[src/rtl/enigma_tx_formatter.sv]
// ---------------------------------------------------------------------------
// enigma_tx_formatter
//
// Output stage behind the enigma core. Each ciphertext letter the core strobes
// out is captured into a small FIFO. The letters are then sent to the UART
// transmitter as five-letter groups separated by spaces, with CR LF line
// breaks. A flush request ends the current line once the buffered letters
// have been sent.
//
// Optional feature macro: ENIGMA_FMT_PAD_EN
//   defined   : a flush that lands inside a partial group first pads the group
//               with 'X' up to GROUP_LEN, then sends CR LF.
//   undefined : the PAD state does not exist, and a flush sends CR LF right
//               after the last real letter.
//
// Parameters
//   FIFO_DEPTH      letter buffer depth, power of two, 4..64
//   GROUP_LEN       letters per group, 1..15
//   GROUPS_PER_LINE groups per line before CR LF, 1..15
//
// Ports
//   clk           in   system clock, rising edge
//   reset         in   asynchronous, active-high reset
//   in_char       in   8-bit ASCII letter from the core
//   in_char_ready in   one-cycle strobe, in_char valid
//   flush         in   one-cycle request to terminate the current line
//   tx_busy       in   UART transmitter busy
//   tx_data       out  byte to transmit, valid while tx_start=1
//   tx_start      out  one-cycle transmit request
//   overflow      out  sticky, a letter was dropped because the FIFO was full
//   fifo_level    out  number of letters currently buffered
// ---------------------------------------------------------------------------
module enigma_tx_formatter #(
  parameter int FIFO_DEPTH      = 16,
  parameter int GROUP_LEN       = 5,
  parameter int GROUPS_PER_LINE = 6
) (
  input  logic                          clk,
  input  logic                          reset,
  input  logic [7:0]                    in_char,
  input  logic                          in_char_ready,
  input  logic                          flush,
  input  logic                          tx_busy,
  output logic [7:0]                    tx_data,
  output logic                          tx_start,
  output logic                          overflow,
  output logic [$clog2(FIFO_DEPTH):0]   fifo_level
);

  localparam int AW = $clog2(FIFO_DEPTH);

  localparam logic [AW:0]   LEVEL_ZERO = {(AW + 1){1'b0}};
  localparam logic [AW:0]   LEVEL_ONE  = {{AW{1'b0}}, 1'b1};
  localparam logic [AW:0]   LEVEL_FULL = FIFO_DEPTH[AW:0];
  localparam logic [AW-1:0] PTR_ZERO   = {AW{1'b0}};
  localparam logic [AW-1:0] PTR_ONE    = {{(AW - 1){1'b0}}, 1'b1};
  localparam logic [3:0]    GRP_FULL   = GROUP_LEN[3:0];
  localparam logic [3:0]    LAST_GRP   = 4'(GROUPS_PER_LINE - 1);

  localparam logic [7:0] BYTE_SPACE = 8'h20;
  localparam logic [7:0] BYTE_CR    = 8'h0D;
  localparam logic [7:0] BYTE_LF    = 8'h0A;
`ifdef ENIGMA_FMT_PAD_EN
  localparam logic [7:0] BYTE_PAD   = 8'h58;
`endif

  typedef enum logic [2:0] {
    S_IDLE = 3'd0,
    S_CHAR = 3'd1,
    S_SEP  = 3'd2,
    S_CR   = 3'd3,
    S_LF   = 3'd4,
`ifdef ENIGMA_FMT_PAD_EN
    S_PAD  = 3'd5,
`endif
    S_WAIT = 3'd6
  } state_t;

  // Only upper-case letters are worth transmitting.
  function automatic logic is_upper(input logic [7:0] c);
    return (c >= 8'h41) && (c <= 8'h5A);
  endfunction

  state_t          state;
  state_t          ret_state;     // where WAIT goes once the UART is free
  logic            wait_first;    // first WAIT cycle, when tx_busy is ignored
  logic [3:0]      grp_cnt;       // letters sent in the current group
  logic [3:0]      line_grp;      // completed groups in the current line
  logic            flush_pending;
  logic            flush_ctx;     // the line end in progress was caused by a flush

  logic [7:0]      mem [FIFO_DEPTH];
  logic [AW-1:0]   wr_ptr;
  logic [AW-1:0]   rd_ptr;
  logic [AW:0]     count;

  logic            fifo_empty;
  logic            fifo_full;
  logic            letter_in;
  logic            push;
  logic            pop;
  logic            drop;
  logic [7:0]      head;

  assign fifo_level = count;
  assign head       = mem[rd_ptr];

  // FIFO status and push/pop/drop decisions. A pop in the same cycle frees
  // a slot, so a write at full is still accepted then.
  always_comb begin
    fifo_empty = (count == LEVEL_ZERO);
    fifo_full  = (count == LEVEL_FULL);
    letter_in  = in_char_ready && is_upper(in_char);
    pop        = (state == S_CHAR) && !tx_busy;
    push       = letter_in && (!fifo_full || pop);
    drop       = letter_in && fifo_full && !pop;
  end

  // Letter storage (data only, no reset needed).
  always_ff @(posedge clk) begin
    if (push) begin
      mem[wr_ptr] <= in_char;
    end
  end

  // FIFO pointers, fill level and sticky overflow flag.
  always_ff @(posedge clk or posedge reset) begin
    if (reset) begin
      wr_ptr   <= PTR_ZERO;
      rd_ptr   <= PTR_ZERO;
      count    <= LEVEL_ZERO;
      overflow <= 1'b0;
    end else begin
      if (push) begin
        wr_ptr <= wr_ptr + PTR_ONE;
      end
      if (pop) begin
        rd_ptr <= rd_ptr + PTR_ONE;
      end
      case ({push, pop})
        2'b10:   count <= count + LEVEL_ONE;
        2'b01:   count <= count - LEVEL_ONE;
        default: count <= count;
      endcase
      if (drop) begin
        overflow <= 1'b1;
      end
    end
  end

  // Formatting FSM: picks the next byte, handshakes with the UART and keeps
  // the group/line counters. Separators are emitted lazily, just before the
  // letter that follows them, so a line never ends in a space.
  always_ff @(posedge clk or posedge reset) begin
    if (reset) begin
      state         <= S_IDLE;
      ret_state     <= S_IDLE;
      wait_first    <= 1'b0;
      grp_cnt       <= 4'd0;
      line_grp      <= 4'd0;
      flush_pending <= 1'b0;
      flush_ctx     <= 1'b0;
      tx_data       <= 8'h00;
      tx_start      <= 1'b0;
    end else begin
      tx_start <= 1'b0;

      case (state)
        S_IDLE: begin
          if (flush_pending && fifo_empty) begin
            if ((grp_cnt != 4'd0) || (line_grp != 4'd0)) begin
              flush_ctx <= 1'b1;
`ifdef ENIGMA_FMT_PAD_EN
              if ((grp_cnt != 4'd0) && (grp_cnt < GRP_FULL)) begin
                state <= S_PAD;
              end else begin
                state <= S_CR;
              end
`else
              state <= S_CR;
`endif
            end else begin
              // Nothing on the line: the flush is satisfied silently.
              flush_pending <= 1'b0;
            end
          end else if (!fifo_empty) begin
            flush_ctx <= 1'b0;
            if ((grp_cnt == GRP_FULL) && (line_grp == LAST_GRP)) begin
              state <= S_CR;
            end else if (grp_cnt == GRP_FULL) begin
              state <= S_SEP;
            end else begin
              state <= S_CHAR;
            end
          end else begin
            state <= S_IDLE;
          end
        end

        S_CHAR: begin
          if (!tx_busy) begin
            tx_data    <= head;
            tx_start   <= 1'b1;
            grp_cnt    <= grp_cnt + 4'd1;
            ret_state  <= S_IDLE;
            wait_first <= 1'b1;
            state      <= S_WAIT;
          end else begin
            state <= S_CHAR;
          end
        end

        S_SEP: begin
          if (!tx_busy) begin
            tx_data    <= BYTE_SPACE;
            tx_start   <= 1'b1;
            grp_cnt    <= 4'd0;
            line_grp   <= line_grp + 4'd1;
            ret_state  <= S_IDLE;
            wait_first <= 1'b1;
            state      <= S_WAIT;
          end else begin
            state <= S_SEP;
          end
        end

`ifdef ENIGMA_FMT_PAD_EN
        S_PAD: begin
          if (!tx_busy) begin
            tx_data    <= BYTE_PAD;
            tx_start   <= 1'b1;
            grp_cnt    <= grp_cnt + 4'd1;
            // The pad that completes the group hands over to CR.
            ret_state  <= ((grp_cnt + 4'd1) == GRP_FULL) ? S_CR : S_PAD;
            wait_first <= 1'b1;
            state      <= S_WAIT;
          end else begin
            state <= S_PAD;
          end
        end
`endif

        S_CR: begin
          if (!tx_busy) begin
            tx_data    <= BYTE_CR;
            tx_start   <= 1'b1;
            grp_cnt    <= 4'd0;
            line_grp   <= 4'd0;
            ret_state  <= S_LF;
            wait_first <= 1'b1;
            state      <= S_WAIT;
          end else begin
            state <= S_CR;
          end
        end

        S_LF: begin
          if (!tx_busy) begin
            tx_data    <= BYTE_LF;
            tx_start   <= 1'b1;
            ret_state  <= S_IDLE;
            wait_first <= 1'b1;
            state      <= S_WAIT;
            // A line break forced by a full line leaves a pending flush alone.
            if (flush_ctx) begin
              flush_pending <= 1'b0;
              flush_ctx     <= 1'b0;
            end
          end else begin
            state <= S_LF;
          end
        end

        S_WAIT: begin
          // The UART raises busy a cycle after tx_start, so the first
          // cycle here must not trust tx_busy.
          if (wait_first) begin
            wait_first <= 1'b0;
          end else if (!tx_busy) begin
            state <= ret_state;
          end else begin
            state <= S_WAIT;
          end
        end

        default: begin
          state <= S_IDLE;
        end
      endcase

      // A new request always wins over a same-cycle clear; repeats merge.
      if (flush) begin
        flush_pending <= 1'b1;
      end
    end
  end

endmodule

[config.mk]
export PLATFORM = sky130hd
export DESIGN_NAME = enigma_tx_formatter
export DESIGN_NICKNAME = d
export VERILOG_FILES = /design/src/rtl/enigma_tx_formatter.sv
export SDC_FILE = /design/constraint.sdc
export NUM_CORES = 1
export LEC_CHECK = 0
export CAP_MARGIN = 20
export CORE_MARGIN = 8
export CORE_UTILIZATION = 40
export DETAILED_ROUTE_END_ITERATION = 10
export DONT_BUFFER_PORTS = 1
export PLACE_DENSITY_LB_ADDON = 0.15
export SYNTH_ARGS = -nofsm -noshare
export SYNTH_HDL_FRONTEND = slang
export SYNTH_SLANG_ARGS = --single-unit
[constraint.sdc]
create_clock -name clk -period 6.99 [get_ports clk]
set_clock_uncertainty 0.1 [all_clocks]
set_input_delay 1.0485 -clock clk [delete_from_list [all_inputs] [get_ports clk]]
set_output_delay 1.0485 -clock clk [all_outputs]
set_load 0.005 [all_outputs]
==> results.md, run 1 <==
- Along the worst path, the maximum fanout reaches 22.
- The wire length after detailed routing is 15,620 µm.
- The number of global-route vias before repair was 3,915.
- The cell at the root of the clock tree is sky130_fd_sc_hd__clkbuf_16.
- The internal power consumption is 2.045 mW.
- Before CTS, the worst setup slack after placement is 3.397 ns.
- Synthesis produced 457 cells.
- The initial antenna violation count is 0.
- Once the clock tree was built, the resizer swapped 0 gates to a different size.
- For this block, the via count after detailed routing is 3,820.
- For the worst setup path, the data required time is 6.93 ns.
- On the worst path, the slowest cell contributes a delay of 0.79 ns.
- In the post-route analysis, the smallest setup slack over all paths is 3.475 ns.
- The number of different library cells used by synthesis comes to 57.
- The first-pass GRT wire length is 23,980 µm.
- No sink is reached through more buffers than the 2 on the longest clock path.
- The number of iterations in the first detailed-routing pass is 5.
- In this run, the number of DRC markers left after iteration 0 of detailed routing was 293.
- The congestion estimate from routability-driven global placement came to 0.8308.
- The origin of the critical flop-to-flop path is state[0].
- Among all flip-flop cells after synthesis, the most frequent one is sky130_fd_sc_hd__edfxtp_1.
- Cells with a size suffix above 1 make up 16.81% of the layout.
- At the pin with the least slew margin, the transition time is 0.9525 ns.
- Setup repair after global routing left no endpoint under its margin.
- After the last flow step, the layout net total stands at 486.
- The largest net degree at the start of global routing is 39.
- The startpoint of the lowest-slack hold path is grp_cnt[3].
- In this run the static leakage power is 2.754 nW.
- Together, buffers and inverters on the worst path number 0.
- The clock tree from TritonCTS is done.
- In this run the worst hold path is classified as register to register.
- In the routed layout, each cell is associated on average with a via count of 5.465.
- The largest total area in the synthesized netlist belongs to sky130_fd_sc_hd__edfxtp_1.
- By area the synthesized netlist is led by sky130_fd_sc_hd__edfxtp_1 53%, sky130_fd_sc_hd__dfrtp_1 13%, sky130_fd_sc_hd__mux4_2 9.1%.
- Dividing total power by cell area gives a power density of 379.6 nW/µm².
- The number of cells traversed by the worst register-to-register path is 5.
- The signal arrival time at the worst endpoint is 3.46 ns.
- Including well taps, the total number of placed cells is 668.
- STA classifies the critical path startpoint as a register.
- In the final routed layout, each cell accounts on average for 22.34 µm.
- Once layout is complete, the cells apart from fillers number 699.
- The hold violation total from the final report came to 0.
- Yosys mapped a number of flops with a built-in enable equal to 128.
- Traced cell by cell, the critical path runs through nand2b_1 > or3_1 > a311oi_4 > nand3b_1 > nor2_1.
- The HPWL after detailed placement is 9856 µm.
- The final worst-path cycle share is 50.29%.
- In this run the tightest slew margin relative to its limit is 36.26%.
- In this run the post-CTS setup repair buffer count came out at 0.
- Across the run, the number of max-cap violations was 0.
- The clock period minus worst slack is 3.515 ns.
- The category of the most critical setup path is register to register.
- The remaining global-route overflow is 0.
- The die is 150.2 µm tall.
- The setup violation total in the final timing report is 0.
- The share of total power dissipated in combinational logic is 27.1%.
- The Yosys step of the flow raised 0 warnings.
- A synthesized cell averages 15.76 µm².
- The final number of max-transition violations was 0.
- The die covers 22,560 µm².
- The aggregate global-route resource usage is 14.61%.
- Counting every net in the synthesized netlist gives 485.
- The clock insertion delay at the later pin of the skew report is 0.43 ns.
- The number of sinks driven by the clock tree is 166.
- The number of clock buffers added by TritonCTS is 17.
- The x dimension of the die is 150.2 µm.
- In this run the critical register-to-register path is captured at mem[8][1].
- The area inside the core boundary is 17,840 µm².
- Compared with the post-synthesis result, the final layout area differs by 10.70%.
- The register clock-pin slew on the reported worst setup and hold paths is 0.06 ns.
- The remaining antenna violation count after routing is 0.
- The slowest stage cell on the critical path is sky130_fd_sc_hd__dfrtp_1.
- For this configuration, the core starts out at a cell density of 40.38%.
- The remaining routing DRC violations is 0.
- The proportion of register bits with asynchronous set or reset after synthesis is 22.89%.
- The boundary pin count is 28.
- The maximum VDD drop is 0.2364 mV.
- On the critical path the largest part of the delay comes from simple AND/OR/NAND/NOR gates.
- The worst-case hold path end point is grp_cnt[3].
- The portion of total power attributed to the clock network is 29.1%.
- The number of cells on the worst hold path is 1.
- The floorplan has 49 rows.
- The worst reg-to-reg setup slack is 3.47 ns.
- In this run the tool buffered the top-level ports with 0 buffer cells.
- The top cell type's share of synthesized area is 53.35%.
- The repair_antennas step left the layout with diodes totalling 0.
- The highest achievable clock rate is 284.5 MHz.
- The share of synthesized area occupied by flip-flops and latches is 66.55%.
- Registers are responsible for 43.8% of the overall power.
- In this run, post-CTS hold repair placed 0 buffers.
- The post-synthesis sequential element count is 166.
- The number of fillers in the final layout is 1,536.
- In this run the power spent charging and discharging nets is 0.9824 mW.
- The capturing element type of the critical path is a register.
- The cell area after technology mapping is 7204 µm².
- The final total negative setup slack is 0 ns.
- The number of levels the H-tree was split into is 4.
- In this run switching power makes up 32.45% of total power.
- The flow ran to the end, and the final reports show no timing, DRC or antenna violations.
## sequential cells by signal, indices dropped and copies added, names as in the netlist
register and flops:
overflow 1, wait_first 1, flush_ctx 1, tx_start 1, flush_pending 1, ret_state 1
fifo_level 5, tx_data 8, grp_cnt 4, rd_ptr 4, mem 128, state 3
wr_ptr 4, line_grp 4
## Yosys cell counts (3+ instances only)
master / instances
sky130_fd_sc_hd__nand3b_1: 3
sky130_fd_sc_hd__edfxtp_1: 128
sky130_fd_sc_hd__xor2_1: 4
sky130_fd_sc_hd__a21o_1: 5
sky130_fd_sc_hd__mux4_2: 29
sky130_fd_sc_hd__nand2b_1: 4
sky130_fd_sc_hd__and2_1: 12
sky130_fd_sc_hd__mux2_4: 4
sky130_fd_sc_hd__ha_1: 14
sky130_fd_sc_hd__mux2i_1: 14
sky130_fd_sc_hd__a21oi_1: 12
sky130_fd_sc_hd__o21ai_0: 22
sky130_fd_sc_hd__a221o_1: 3
sky130_fd_sc_hd__buf_2: 7
sky130_fd_sc_hd__clkbuf_1: 11
sky130_fd_sc_hd__mux2_2: 5
sky130_fd_sc_hd__nand2_1: 23
sky130_fd_sc_hd__nand3_1: 6
sky130_fd_sc_hd__a211oi_1: 3
sky130_fd_sc_hd__nor2_1: 24
sky130_fd_sc_hd__xnor2_1: 8
sky130_fd_sc_hd__nand4_1: 5
sky130_fd_sc_hd__dfrtp_1: 38
sky130_fd_sc_hd__nor3_1: 7
sky130_fd_sc_hd__a31oi_1: 7
sky130_fd_sc_hd__buf_4: 3
sky130_fd_sc_hd__inv_1: 17
## layout make-up
| cell class | instances | area [µm²] | area share [%] |
|---|---|---|---|
| multi-input cells | 251 | 2240 | 28.08 |
| clock buffers | 18 | 429.2 | 5.381 |
| clock inverters | 13 | 122.6 | 1.538 |
| well taps | 229 | 286.5 | 3.593 |
| flip-flops and latches | 166 | 4796 | 60.13 |
| inverters | 17 | 63.81 | 0.8001 |
| repair buffers | 5 | 37.54 | 0.4707 |
## worst max-delay path by stage
stage / startpoint / to / slack (ns) / cells past startpoint
2_1_floorplan: in_char[4] / fifo_level[4] / 3.61 / 10
3_3_place_gp: tx_busy / mem[8][3] / 3.43 / 4
3_5_place_dp: tx_busy / mem[8][3] / 3.40 / 4
4_1_cts: state[0] / mem[8][0] / 3.45 / 5
5_1_grt: state[0] / mem[8][0] / 3.24 / 5
6_report: state[0] / mem[8][1] / 3.47 / 5
## through the flow
stage	hold WS [ns]	instance area (µm²)	total power, mW	util (%)
2_1_floorplan	0.3602	7204	1.969	-
3_3_place_gp	0.3764	7423	2.167	41.61
3_5_place_dp	0.4056	7423	2.179	41.61
4_1_cts	0.4172	7975	3.065	44.70
5_1_grt	0.4393	7975	3.191	44.70
6_report	0.4122	7975	3.028	44.70
## cells by family after synthesis
group / Yosys count / share of synthesized area (%)
fa+ha+maj: 15 / 2.709
buf+inv: 40 / 2.362
flops: 166 / 66.55
compound gates: 68 / 6.479
mux: 52 / 12.63
xor+xnor: 12 / 1.459
simple gates: 104 / 7.815
## routing by layer
metal | GRT usage (%) | vias to the layer above | wire length [µm]
met5 | 0 | - | 0
met4 | 4.748 | 0 | 170
li1 | - | 1773 | -
met1 | 19.11 | 1950 | 7000
met3 | 3.817 | 15 | 801
met2 | 23.33 | 82 | 7647
## layout by cell type (no fill, tap or decap), types with 14 or more instances in the layout
| cell type | n |
|---|---|
| sky130_fd_sc_hd__mux2i_1 | 14 |
| sky130_fd_sc_hd__clkbuf_16 | 17 |
| sky130_fd_sc_hd__nor2_1 | 24 |
| sky130_fd_sc_hd__edfxtp_1 | 128 |
| sky130_fd_sc_hd__nand2_1 | 23 |
| sky130_fd_sc_hd__mux4_2 | 29 |
| sky130_fd_sc_hd__dfrtp_1 | 37 |
| sky130_fd_sc_hd__inv_1 | 16 |
| sky130_fd_sc_hd__ha_1 | 14 |
| sky130_fd_sc_hd__o21ai_0 | 22 |
## power by group through the flow
stage | clock network [mW] | registers [mW] | logic [mW]
6_report | 0.881 | 1.33 | 0.821
3_5_place_dp | 0 | 1.35 | 0.830
4_1_cts | 0.901 | 1.33 | 0.834
2_1_floorplan | 0 | 1.26 | 0.707
5_1_grt | 0.936 | 1.35 | 0.907
3_3_place_gp | 0 | 1.35 | 0.822
Note: power is estimated with default switching activity, not from simulation.
==> run 2: changes to the inputs <==
Clock period 6.99 ns to 3.2 ns, I/O delays scaled along.
==> run 2 against run 1 <==
Clock-buffer cell count fell by 1. Via count rose by 3.1%. Worst hold slack got worse by 0.37 ns. Critical path depth rose by 4. Global-route usage rose by 0.31 points. Register-to-register slack got worse by 3.1 ns. Highest routed layer unchanged. Non-clock buffer count rose by 32. Clock power rose by 130%. Worst setup slack got worse by 3.1 ns.
==> results.md, run 2 (synthesis gave the netlist of run 1 again) <==
- Unrepaired setup endpoints after global routing: no (unchanged).
- The setup slack after placement is 0.1592 ns (was 3.397 ns).
- The slowest stage cell on the critical path is sky130_fd_sc_hd__or3_1 (was sky130_fd_sc_hd__dfrtp_1).
- The register clock-pin slew on the reported worst setup and hold paths came to 0.07 ns (was 0.06 ns).
- The leakage power total is 2.952 nW (was 2.754 nW).
- The maximum VDD drop is 0.4510 mV (was 0.2364 mV).
- The final worst-path cycle share is 87.72% (was 50.29%).
- The remaining antenna violation count after routing came to 0 (unchanged).
- The largest buffer count on any clock path was 2 (unchanged).
- The power density normalized to cell area is 826.1 nW/µm² (was 379.6 nW/µm²).
- The count of non-filler cells in the finished layout is 732 (was 699).
- The flip-flop count of the largest register after layout is 128 (unchanged).
- The total of buffers placed on input and output ports came to 0 (unchanged).
- The register with the most flip-flops is mem (unchanged).
- The signal arrival time at the worst endpoint is 3.01 ns (was 3.46 ns).
- The maximum fanout along the worst path is 6 (was 22).
- The cell at the root of the clock tree is sky130_fd_sc_hd__clkbuf_16 (unchanged).
- The HPWL after detailed placement is 11,030 µm (was 9856 µm).
- The final total negative setup slack is 0 ns (unchanged).
- The area of the die is 22,560 µm² (unchanged).
- Critical Path, Cell by Cell: nand2b_1 > or3_1 > nor2_1 > ha_1 > a21o_1 > a21oi_1 > nand2_1 > mux2_2 > xnor2_1 (was nand2b_1 > or3_1 > a311oi_4 > nand3b_1 > nor2_1).
- The share of the core filled with cells in the final layout is 46.38% (was 44.70%).
- The site row count is 49 (unchanged).
- The clock period minus worst slack is 2.807 ns (was 3.515 ns).
- The antenna diode count is 0 (unchanged).
- The number of buffers and inverters on the critical path is 0 (unchanged).
- The number of fillers in the final layout is 1,521 (was 1,536).
- The wire length after detailed routing is 15,870 µm (was 15,620 µm).
- The type of the most critical hold path is input pin to register (was register to register).
- The post-layout net count is 518 (was 486).
- The starting DRC count in detailed routing is 225 (was 293).
- The initial core utilization is 40.38% (unchanged).
- The total number of vias came to 3,939 (was 3,820).
- The worst slack on hold paths is 0.04097 ns (was 0.4122 ns).
- The capturing element type of the critical path is a register (unchanged).
- The largest stage delay on the critical path was 0.51 ns (was 0.79 ns).
- The die extent in y came to 150.2 µm (unchanged).
- The clock tree from TritonCTS is done (unchanged).
- The post-CTS setup-driven buffer insertion count is 0 (unchanged).
- The number of levels the H-tree was split into is 4 (unchanged).
- The final number of max-transition violations was 0 (unchanged).
- The largest net degree at the start of global routing is 32 (was 39).
- The synthesis-to-layout area growth is 14.85% (was 10.70%).
- The number of iterations in the first detailed-routing pass is 4 (was 5).
- The clock insertion delay at the later pin of the skew report came to 0.43 ns (about the same).
- The via density per instance is 5.381 (was 5.465).
- The initial antenna violation count came to 0 (unchanged).
- The routed length per instance came to 21.69 µm (was 22.34 µm).
- The number of sinks driven by the clock tree was 166 (unchanged).
- The fraction of final layout cells sized beyond drive strength 1 is 22.66% (was 16.81%).
- The highest achievable clock rate was 356.2 MHz (was 284.5 MHz).
- The routability congestion estimate from global placement is 0.7682 (was 0.8308).
- The number of buffers inserted during clock tree synthesis is 17 (unchanged).
- The remaining global-route overflow is 0 (unchanged).
- The hold violation total from the final report was 0 (unchanged).
- The sort of element at the start of the critical path is a register (unchanged).
- The instance count after placement with tap cells included came to 699 (was 668).
- The normalized max-slew margin is 36.89% (was 36.26%).
- The aggregate global-route resource usage is 14.92% (was 14.61%).
- The boundary pin count was 28 (unchanged).
- The worst setup margin came to 0.3930 ns (was 3.475 ns).
- The number of max-capacitance violations reported came to 0 (unchanged).
- The actual transition at the worst max-transition pin is 0.9467 ns (was 0.9525 ns).
- The critical path's top delay family is simple AND/OR/NAND/NOR gates (unchanged).
- The x dimension of the die is 150.2 µm (unchanged).
- The number of global-route vias before repair was 3,994 (was 3,915).
- The first-pass GRT wire length is 24,310 µm (was 23,980 µm).
- Outcome: finished clean (unchanged).
- Most frequent cells in the layout: 128 x sky130_fd_sc_hd__edfxtp_1, 37 x sky130_fd_sc_hd__dfrtp_1, 36 x sky130_fd_sc_hd__buf_4, 29 x sky130_fd_sc_hd__mux4_2, 24 x sky130_fd_sc_hd__nor2_1 (was 128 x sky130_fd_sc_hd__edfxtp_1, 37 x sky130_fd_sc_hd__dfrtp_1, 29 x sky130_fd_sc_hd__mux4_2, 24 x sky130_fd_sc_hd__nor2_1, 23 x sky130_fd_sc_hd__nand2_1).
- The category of the most critical setup path is register to register (unchanged).
- The most common cell after layout, fill and taps aside was sky130_fd_sc_hd__edfxtp_1 (unchanged).
- The data required time at the worst endpoint came to 3.40 ns (was 6.93 ns).
- The remaining routing DRC violations is 0 (unchanged).
- The setup violation total in the final timing report is 0 (unchanged).
- The area inside the core boundary came to 17,840 µm² (unchanged).
## run 2: cell count changes in the layout (fill, tap and decap cells not counted), sizes merged
cell         change
inv              +3
dlygate4sd3      +1
clkbuf           -1
buf             +31
clkinv           -1
## run 2: per-stage QoR
stage,power [mW],cell area (µm²)
floorplan,4.300,7204
global placement,4.812,7656
detailed placement,4.853,7656
CTS,6.921,8274
global route,7.209,8274
finish,6.836,8274
## run 2: what timing repair did
| item | in CTS | in global routing |
|---|---|---|
| hold endpoints to repair | 7 | 0 |
| hold buffers | 1 | 0 |
| gates resized for setup | 0 | 0 |
## run 2: worst paths after layout
path,start,end,slack [ns],depth (start not counted)
setup / recovery,state[2],fifo_level[4],0.39,9
hold / removal,flush,flush_pending,0.04,1
setup reg to reg,state[2],fifo_level[4],0.39,9
hold reg to reg,grp_cnt[3],grp_cnt[3],0.42,1
max in group asynchronous,reset,rd_ptr[0],1.96,3
min in group asynchronous,reset,wr_ptr[3],0.32,2
## run 2: layer usage
metal  GRT usage [%]  share of wire, %  up-vias
li1                -                 -     1833
met1           18.44                44     2037
met2           24.53                50       58
met3           4.358               4.5       11
met4           5.297               1.4        0
met5               0                 0        -
## run 2: power by group
part,internal (mW),switching (mW),total [mW]
registers,2.54,0.382,2.92
logic,0.912,0.933,1.85
clock network,1.12,0.943,2.07
## run 2: final cells by class
cell class	instances	area (µm²)	area share [%]
clock buffers	17	425.4	5.141
clock inverters	15	182.7	2.208
inverters	17	63.81	0.7712
multi-input cells	251	2240	27.07
flip-flops and latches	166	4796	57.96
well taps	229	286.5	3.463
repair buffers	37	280.3	3.387
